--- config.mk ---
export PLATFORM = sky130hd
export DESIGN_NAME = tik_sched_flat
export DESIGN_NICKNAME = d
export VERILOG_FILES = /design/src/rtl/pcss_ctrl_pkg.sv /design/src/rtl/tik_sched_if.sv /design/src/rtl/tik_pulse_gen.sv /design/src/rtl/tik_sched.sv /design/src/flat_wrapper.sv
export SDC_FILE = /design/constraint.sdc
export NUM_CORES = 1
export LEC_CHECK = 0
export ABC_AREA = 1
export ABC_CLOCK_PERIOD_IN_PS = 4000
export CELL_PAD_IN_SITES_DETAIL_PLACEMENT = 1
export CELL_PAD_IN_SITES_GLOBAL_PLACEMENT = 1
export CORE_ASPECT_RATIO = 2
export CORE_UTILIZATION = 41
export CTS_CLUSTER_DIAMETER = 80
export DETAILED_ROUTE_END_ITERATION = 8
export GPL_TIMING_DRIVEN = 0
export PLACE_DENSITY_LB_ADDON = 0.08
export SETUP_SLACK_MARGIN = 0.15
export SYNTH_ARGS = -nofsm -noshare
export SYNTH_HDL_FRONTEND = slang
export SYNTH_HIERARCHICAL = 1
export SYNTH_SLANG_ARGS = --single-unit
--- constraint.sdc ---
create_clock -name clk -period 4 [get_ports clk]
set_input_delay 0.8 -clock clk [delete_from_list [all_inputs] [get_ports clk]]
set_output_delay 0.8 -clock clk [all_outputs]
set_load 0.005 [all_outputs]
--- src/rtl/pcss_ctrl_pkg.sv ---
// Definitions shared between the timestep scheduler and the node work controllers.
// Holds the scheduler FSM encoding, the post-tik settle window and the default widths.
package pcss_ctrl_pkg;

    typedef enum logic [2:0] {
        ST_IDLE   = 3'd0,
        ST_TIK_HI = 3'd1,
        ST_TIK_LO = 3'd2,
        ST_WAIT   = 3'd3,
        ST_STOP   = 3'd4
    } sched_state_e;

    // Node falling-edge detector is 3 flops deep; plus state entry and margin.
    localparam int SETTLE_CYC = 6;

    localparam int NODES_DEF = 4;
    localparam int TW_DEF    = 16;
    localparam int HW_DEF    = 8;
    localparam int WDTW_DEF  = 16;

endpackage

--- src/rtl/tik_sched_if.sv ---
// Host/node-side bundle of the timestep scheduler.
// wdt_limit and the WDTW parameter exist only when TIK_SCHED_WDT_EN is defined.
interface tik_sched_if #(
    parameter int NODES = pcss_ctrl_pkg::NODES_DEF,
    parameter int TW    = pcss_ctrl_pkg::TW_DEF,
    parameter int HW    = pcss_ctrl_pkg::HW_DEF
`ifdef TIK_SCHED_WDT_EN
    , parameter int WDTW = pcss_ctrl_pkg::WDTW_DEF
`endif
);
    logic             run_start;
    logic             run_stop;
    logic [TW-1:0]    timesteps;
    logic [HW-1:0]    tik_high;
    logic [NODES-1:0] node_en;
    logic [NODES-1:0] node_busy;
`ifdef TIK_SCHED_WDT_EN
    logic [WDTW-1:0]  wdt_limit;
`endif
    logic             tik;
    logic [TW-1:0]    ts_cnt;
    logic             run_busy;
    logic             run_done;
    logic             err_timeout;

    modport master (
`ifdef TIK_SCHED_WDT_EN
        output wdt_limit,
`endif
        output run_start, run_stop, timesteps, tik_high, node_en, node_busy,
        input  tik, ts_cnt, run_busy, run_done, err_timeout
    );

    modport slave (
`ifdef TIK_SCHED_WDT_EN
        input  wdt_limit,
`endif
        input  run_start, run_stop, timesteps, tik_high, node_en, node_busy,
        output tik, ts_cnt, run_busy, run_done, err_timeout
    );
endinterface

--- src/rtl/tik_pulse_gen.sv ---
// Loadable down-counter timing the tik-high and settle windows of the scheduler.
// done is high while the count sits at zero, i.e. in the last cycle of a loaded window.
module tik_pulse_gen #(
    parameter int CW = 8
) (
    input  logic          clk,
    input  logic          rst,
    input  logic          load,
    input  logic [CW-1:0] load_val,
    output logic          done
);
    logic [CW-1:0] cnt;

    always_ff @(posedge clk) begin
        if (rst)
            cnt <= '0;
        else if (load)
            cnt <= load_val;
        else if (cnt != '0)
            cnt <= cnt - 1'b1;
    end

    assign done = (cnt == '0);
endmodule

--- src/rtl/tik_sched.sv ---
// Timestep scheduler: issues tik, waits for enabled nodes to go idle, counts timesteps.
// Optional watchdog on the WAIT phase is compiled in with TIK_SCHED_WDT_EN.
module tik_sched #(
    parameter int NODES = pcss_ctrl_pkg::NODES_DEF,
    parameter int TW    = pcss_ctrl_pkg::TW_DEF,
    parameter int HW    = pcss_ctrl_pkg::HW_DEF
`ifdef TIK_SCHED_WDT_EN
    , parameter int WDTW = pcss_ctrl_pkg::WDTW_DEF
`endif
) (
    input  logic     clk,
    input  logic     rst,
    tik_sched_if.slave bus
);
    import pcss_ctrl_pkg::*;

    sched_state_e     state, nxt;
    logic [TW-1:0]    ts_q, ts_cnt_q, ts_inc;
    logic [HW-1:0]    hi_m1_q, hi_m1;
    logic [NODES-1:0] en_q;
    logic             stop_pend;
    logic             tik_q, busy_q, done_q;
    logic             accept, all_idle, wdt_hit, last_ts;
    logic             pg_load, pg_done;
    logic [HW-1:0]    pg_val;

    assign accept   = (state == ST_IDLE) && bus.run_start && (bus.timesteps != '0);
    assign all_idle = ((bus.node_busy & en_q) == '0);
    assign ts_inc   = ts_cnt_q + 1'b1;
    // A stop arriving in the WAIT exit cycle still counts for this timestep.
    assign last_ts  = (ts_inc == ts_q) || stop_pend || bus.run_stop;
    // Zero high time is treated as one cycle, so the load value floors at 0.
    assign hi_m1    = (bus.tik_high == '0) ? '0 : bus.tik_high - 1'b1;

    tik_pulse_gen #(.CW(HW)) u_pulse (
        .clk      (clk),
        .rst      (rst),
        .load     (pg_load),
        .load_val (pg_val),
        .done     (pg_done)
    );

    always_comb begin
        nxt     = state;
        pg_load = 1'b0;
        pg_val  = '0;
        case (state)
            ST_IDLE: if (accept) begin
                nxt     = ST_TIK_HI;
                pg_load = 1'b1;
                pg_val  = hi_m1;
            end
            ST_TIK_HI: if (pg_done) begin
                nxt     = ST_TIK_LO;
                pg_load = 1'b1;
                pg_val  = HW'(SETTLE_CYC - 1);
            end
            ST_TIK_LO: if (pg_done) nxt = ST_WAIT;
            ST_WAIT: begin
                if (all_idle) begin
                    if (last_ts) begin
                        nxt = ST_STOP;
                    end else begin
                        nxt     = ST_TIK_HI;
                        pg_load = 1'b1;
                        pg_val  = hi_m1_q;
                    end
                end else if (wdt_hit) begin
                    nxt = ST_STOP;
                end
            end
            ST_STOP: nxt = ST_IDLE;
            default: nxt = ST_IDLE;
        endcase
    end

    always_ff @(posedge clk) begin
        if (rst) begin
            state     <= ST_IDLE;
            ts_q      <= '0;
            ts_cnt_q  <= '0;
            hi_m1_q   <= '0;
            en_q      <= '0;
            stop_pend <= 1'b0;
            tik_q     <= 1'b0;
            busy_q    <= 1'b0;
            done_q    <= 1'b0;
        end else begin
            state  <= nxt;
            tik_q  <= (nxt == ST_TIK_HI);
            busy_q <= (nxt != ST_IDLE);
            done_q <= (nxt == ST_STOP);
            if (accept) begin
                ts_q     <= bus.timesteps;
                hi_m1_q  <= hi_m1;
                en_q     <= bus.node_en;
                ts_cnt_q <= '0;
            end else if (state == ST_WAIT && all_idle) begin
                ts_cnt_q <= ts_inc;
            end
            if (state == ST_STOP || accept)
                stop_pend <= 1'b0;
            else if (bus.run_stop && (state == ST_TIK_HI || state == ST_TIK_LO || state == ST_WAIT))
                stop_pend <= 1'b1;
        end
    end

`ifdef TIK_SCHED_WDT_EN
    logic [WDTW-1:0] wdt_cnt;
    logic            err_q;

    // Counter is zero on every WAIT entry; fires in the limit-th WAIT cycle.
    assign wdt_hit = (state == ST_WAIT) && !all_idle && (bus.wdt_limit != '0) &&
                     (wdt_cnt == bus.wdt_limit - 1'b1);

    always_ff @(posedge clk) begin
        if (rst) begin
            wdt_cnt <= '0;
            err_q   <= 1'b0;
        end else begin
            wdt_cnt <= (state == ST_WAIT) ? wdt_cnt + 1'b1 : '0;
            if (accept)
                err_q <= 1'b0;
            else if (wdt_hit)
                err_q <= 1'b1;
        end
    end

    assign bus.err_timeout = err_q;
`else
    assign wdt_hit         = 1'b0;
    assign bus.err_timeout = 1'b0;
`endif

    assign bus.tik      = tik_q;
    assign bus.ts_cnt   = ts_cnt_q;
    assign bus.run_busy = busy_q;
    assign bus.run_done = done_q;
endmodule

--- src/flat_wrapper.sv ---
// flat-port wrapper written by rule: the top's interface ports become plain ports
module tik_sched_flat import pcss_ctrl_pkg::*;
#(
    parameter int NODES = pcss_ctrl_pkg::NODES_DEF,
    parameter int TW    = pcss_ctrl_pkg::TW_DEF,
    parameter int HW    = pcss_ctrl_pkg::HW_DEF

)
  (clk, rst, bus_run_start, bus_run_stop, bus_timesteps, bus_tik_high, bus_node_en, bus_node_busy, bus_tik, bus_ts_cnt, bus_run_busy, bus_run_done, bus_err_timeout);
  tik_sched_if #(.NODES(NODES), .TW(TW), .HW(HW)) bus_i ();
  input  logic clk;
  input  logic rst;
  input wire logic [$bits(bus_i.run_start)-1:0] bus_run_start;
  input wire logic [$bits(bus_i.run_stop)-1:0] bus_run_stop;
  input wire logic [$bits(bus_i.timesteps)-1:0] bus_timesteps;
  input wire logic [$bits(bus_i.tik_high)-1:0] bus_tik_high;
  input wire logic [$bits(bus_i.node_en)-1:0] bus_node_en;
  input wire logic [$bits(bus_i.node_busy)-1:0] bus_node_busy;
  output wire logic [$bits(bus_i.tik)-1:0] bus_tik;
  output wire logic [$bits(bus_i.ts_cnt)-1:0] bus_ts_cnt;
  output wire logic [$bits(bus_i.run_busy)-1:0] bus_run_busy;
  output wire logic [$bits(bus_i.run_done)-1:0] bus_run_done;
  output wire logic [$bits(bus_i.err_timeout)-1:0] bus_err_timeout;
  assign bus_i.run_start = bus_run_start;
  assign bus_i.run_stop = bus_run_stop;
  assign bus_i.timesteps = bus_timesteps;
  assign bus_i.tik_high = bus_tik_high;
  assign bus_i.node_en = bus_node_en;
  assign bus_i.node_busy = bus_node_busy;
  assign bus_tik = bus_i.tik;
  assign bus_ts_cnt = bus_i.ts_cnt;
  assign bus_run_busy = bus_i.run_busy;
  assign bus_run_done = bus_i.run_done;
  assign bus_err_timeout = bus_i.err_timeout;
  tik_sched #(.NODES(NODES), .TW(TW), .HW(HW)) u_core (.clk(clk), .rst(rst), .bus(bus_i));
endmodule
==> reports/metrics.yaml, run 1 <==
place:
  preCtsSetupSlack_ns: 0.233
  placed_area_sq_um: 4020
  port_buffers: 54
  hpwl_um: 8510
  gp_congestion: 0.871
  placedCellCount: 645
synth:
  synthFlopType: "dfxtp_1"
  synth_xor_area_frac: 0.0503
  syn_inst: 495
  synth_compound_area_frac: 0.133
  synth_seq_area_share: 0.352
  yosys.area_share.simple: 0.365
  synth_top_cell_by_area: "dfxtp_1"
  yosysUniqueCellTypes: 41
  synth_mux_area_frac: 0
  syn-num-nets: 535
  synth_top_family_by_area: "simple AND/OR/NAND/NOR gates"
  synthAdderAreaFrac: 0.0149
  ys_ff_latch: 59
  synth_area_sq_um: 3360
  synthArstFlopShare: 0
  synth.avg_cell_area_sq_um: 6.78
  synth_edf_count: 0
  yosysTopAreaCellShare: 0.352
  ys_top_cells_by_area: "dfxtp_1 (35%), nand2_1 (12%), nor2_1 (7.8%)"
  ys.warnings.count: 6
global_routing:
  grt_overflow: 0
  grt_pass1_vias: 3818
  antenna_found_initial: 0
  grt_max_degree: 13
  grt_pass1_wl_um: 17900
  track_usage: 0.278
timing:
  max_freq_mhz: 289
  setup_violations: 0
  worstMarginPinSlew_ns: 0.654
  rsz0062_at_grt: "no"
  finalHoldViolCount: 0
  finalCritPeriodShare: 0.865
  finalCriticalPeriod_ns: 3.46
  setup_ws_ns: 0.541
  slew_headroom: 0.558
  tns_ns: 0
  fin_skew_ns: 0.00842
  slew_violations: 0
clocking:
  htreeDepth: 3
  cts_inserted_buffers: 9
  clkTransAtPathRegs_ns: 0.05
  clockBufferDepth: 2
  postCtsSetupBuffers: 0
  cts-root-buf: "clkbuf_16"
  clkSinkCount: 59
  hold_buffers: 0
  cts_tree: "built"
  ctsResizeCount: 0
  clk_latency_ns: 0.34
power:
  irDropWorstVdd_uv: 288
  p_leak_uw: 0.00179
  power.density_nw_per_um2: 557
route:
  route.vias.total: 3490
  wirelength_um: 10900
  firstDrtPassIters: 4
  drtAntennaViolNets: 0
  wl_per_cell_um: 16.4
  drtIter0Drc: 93
  route.detailed.drc: 0
  viasPerCell: 5.28
hold_path:
  hold_path_class: "flop to flop"
die:
  start_util: 0.423
  core_area_sq_um: 7940
  die_w_um: 66.0
  design.portCount: 56
  rows: 46
  dieArea_sq_um: 8580
  die_h_um: 130
setup_path:
  endpoint_kind: "flop"
  crit_required_ns: 4.23
  worstPathCellList: "clkdlybuf4s50_1 -> nor4_1 -> nand4_1 -> nand2_1 -> clkbuf_1 -> clkbuf_1 -> nand3_1 -> buf_2 -> nor2_2 -> nand3_1 -> nand2_1 -> nor2_1"
  critPathKind: "input port to flop"
  critical_path_buf_inv_count: 4
  critPathTopFamily: "buffers and inverters"
  worstPathMaxFanout: 10
  start_kind: "input port"
  crit_slowest_cell: "clkbuf_1"
  max_stage_delay_ns: 0.53
  cp.arrival_ns: 3.69
outcome:
  status: "completed"
finish:
  fillCellCount: 1043
  nets: 600
  final_area_sq_um: 4370
  syn_to_final_growth_pct: 30.1
  stdcell_count: 661
  n_antenna_cell: 0
  drive_above_1_share: 0.0938
flow_run:
  cap_viol_max_count: 0
-- Yosys cell counts, drive strengths merged (8+ instances only) --
cell type  instances
nor3              10
nand3             36
o21ai             39
a21oi             26
xor2               8
inv               58
clkbuf             9
nand2            113
nor2              82
nand4              8
dfxtp             59
-- final timing paths --
kind	start	to	slack, ns	cells past startpoint
max	bus_timesteps[1]	u_core/u_pulse/cnt[5]	0.54	12
min reg2reg	u_core/ts_q[9]	u_core/ts_q[9]	0.47	2
max reg2reg	u_core/bus.ts_cnt[0]	u_core/u_pulse/cnt[5]	1.07	19
min	u_core/ts_q[9]	u_core/ts_q[9]	0.47	2
-- worst min-delay path: cells and delay by family, from the launching register on --
family	cells	cell delay (ns)
flops	1	0.31
buf+inv	1	0.06
compound gates	1	0.05
-- registers in the layout, indices dropped and copies added, names as in the netlist --
register,cells
u_core/bus.run_done,1
u_core/ts_q,16
u_core/bus.ts_cnt,16
u_core/bus.run_busy,1
u_core/state,3
u_core/hi_m1_q,8
u_core/stop_pend,1
u_core/en_q,4
u_core/u_pulse/cnt,8
u_core/bus.tik,1
-- per-stage QoR --
stage,hold WS [ns],power (uW),utilization
floorplan,0.429,1300,-
global placement,0.443,1510,0.506
detailed placement,0.464,1540,0.506
CTS,0.473,2460,0.550
global route,0.498,2590,0.550
finish,0.470,2430,0.550
-- layer usage --
metal / global-route usage / share of wire
met1: 0.249 / 0.34
met2: 0.570 / 0.61
met3: 0.0393 / 0.021
met4: 0.138 / 0.028
met5: 0 / 0
-- logic make-up after synthesis --
family	Yosys count
flops	59
fa+ha+maj	4
xor+xnor	16
simple gates	261
buf+inv	73
other cells	1
compound gates	81
-- where the power goes --
part           leakage, uW  switching, uW  internal [uW]
clock             0.000167            298            613
combinational      0.00114            460            288
sequential        0.000484           75.9            697
total              0.00179            834           1600
-- cell usage in the layout (no fill, tap or decap), types with 3 or more instances in the layout --
master	Yosys	final
clkdlybuf4s50_1	0	54
ha_1	4	4
xor2_1	8	8
dfxtp_1	59	59
nor2_2	4	4
nor2_4	7	7
o22ai_1	6	6
inv_2	3	3
nor2_1	70	70
nor3_1	10	10
nand2_2	9	9
bufinv_16	0	3
o21ai_0	36	36
a211oi_1	3	3
clkbuf_16	0	9
nor4_1	4	4
a21oi_1	26	26
nand3b_1	5	5
nand4_1	8	8
buf_2	4	4
clkbuf_1	8	8
xnor2_1	6	6
o21ai_1	3	3
nand3_1	33	33
nand2_1	103	103
inv_1	55	55
-- cell type report --
class                      count  area [sq um]  share of cell area
buffer                        14          62.6              0.0143
clock buffer                   9           225              0.0516
clock inverter                 7           124              0.0284
inverter                      59           221              0.0507
multi-input combinational    363          1890               0.433
sequential                    59          1180               0.270
tap                           96           120              0.0275
timing repair buffer          54           541               0.124
Note: power is estimated with default switching activity, not from simulation.
==> run 2, diff against run 1 <==
Settings changed: CAP_MARGIN set to 20.
==> results of run 2 <==
No change in the layout: final DEF, timing and power equal those of run 1.
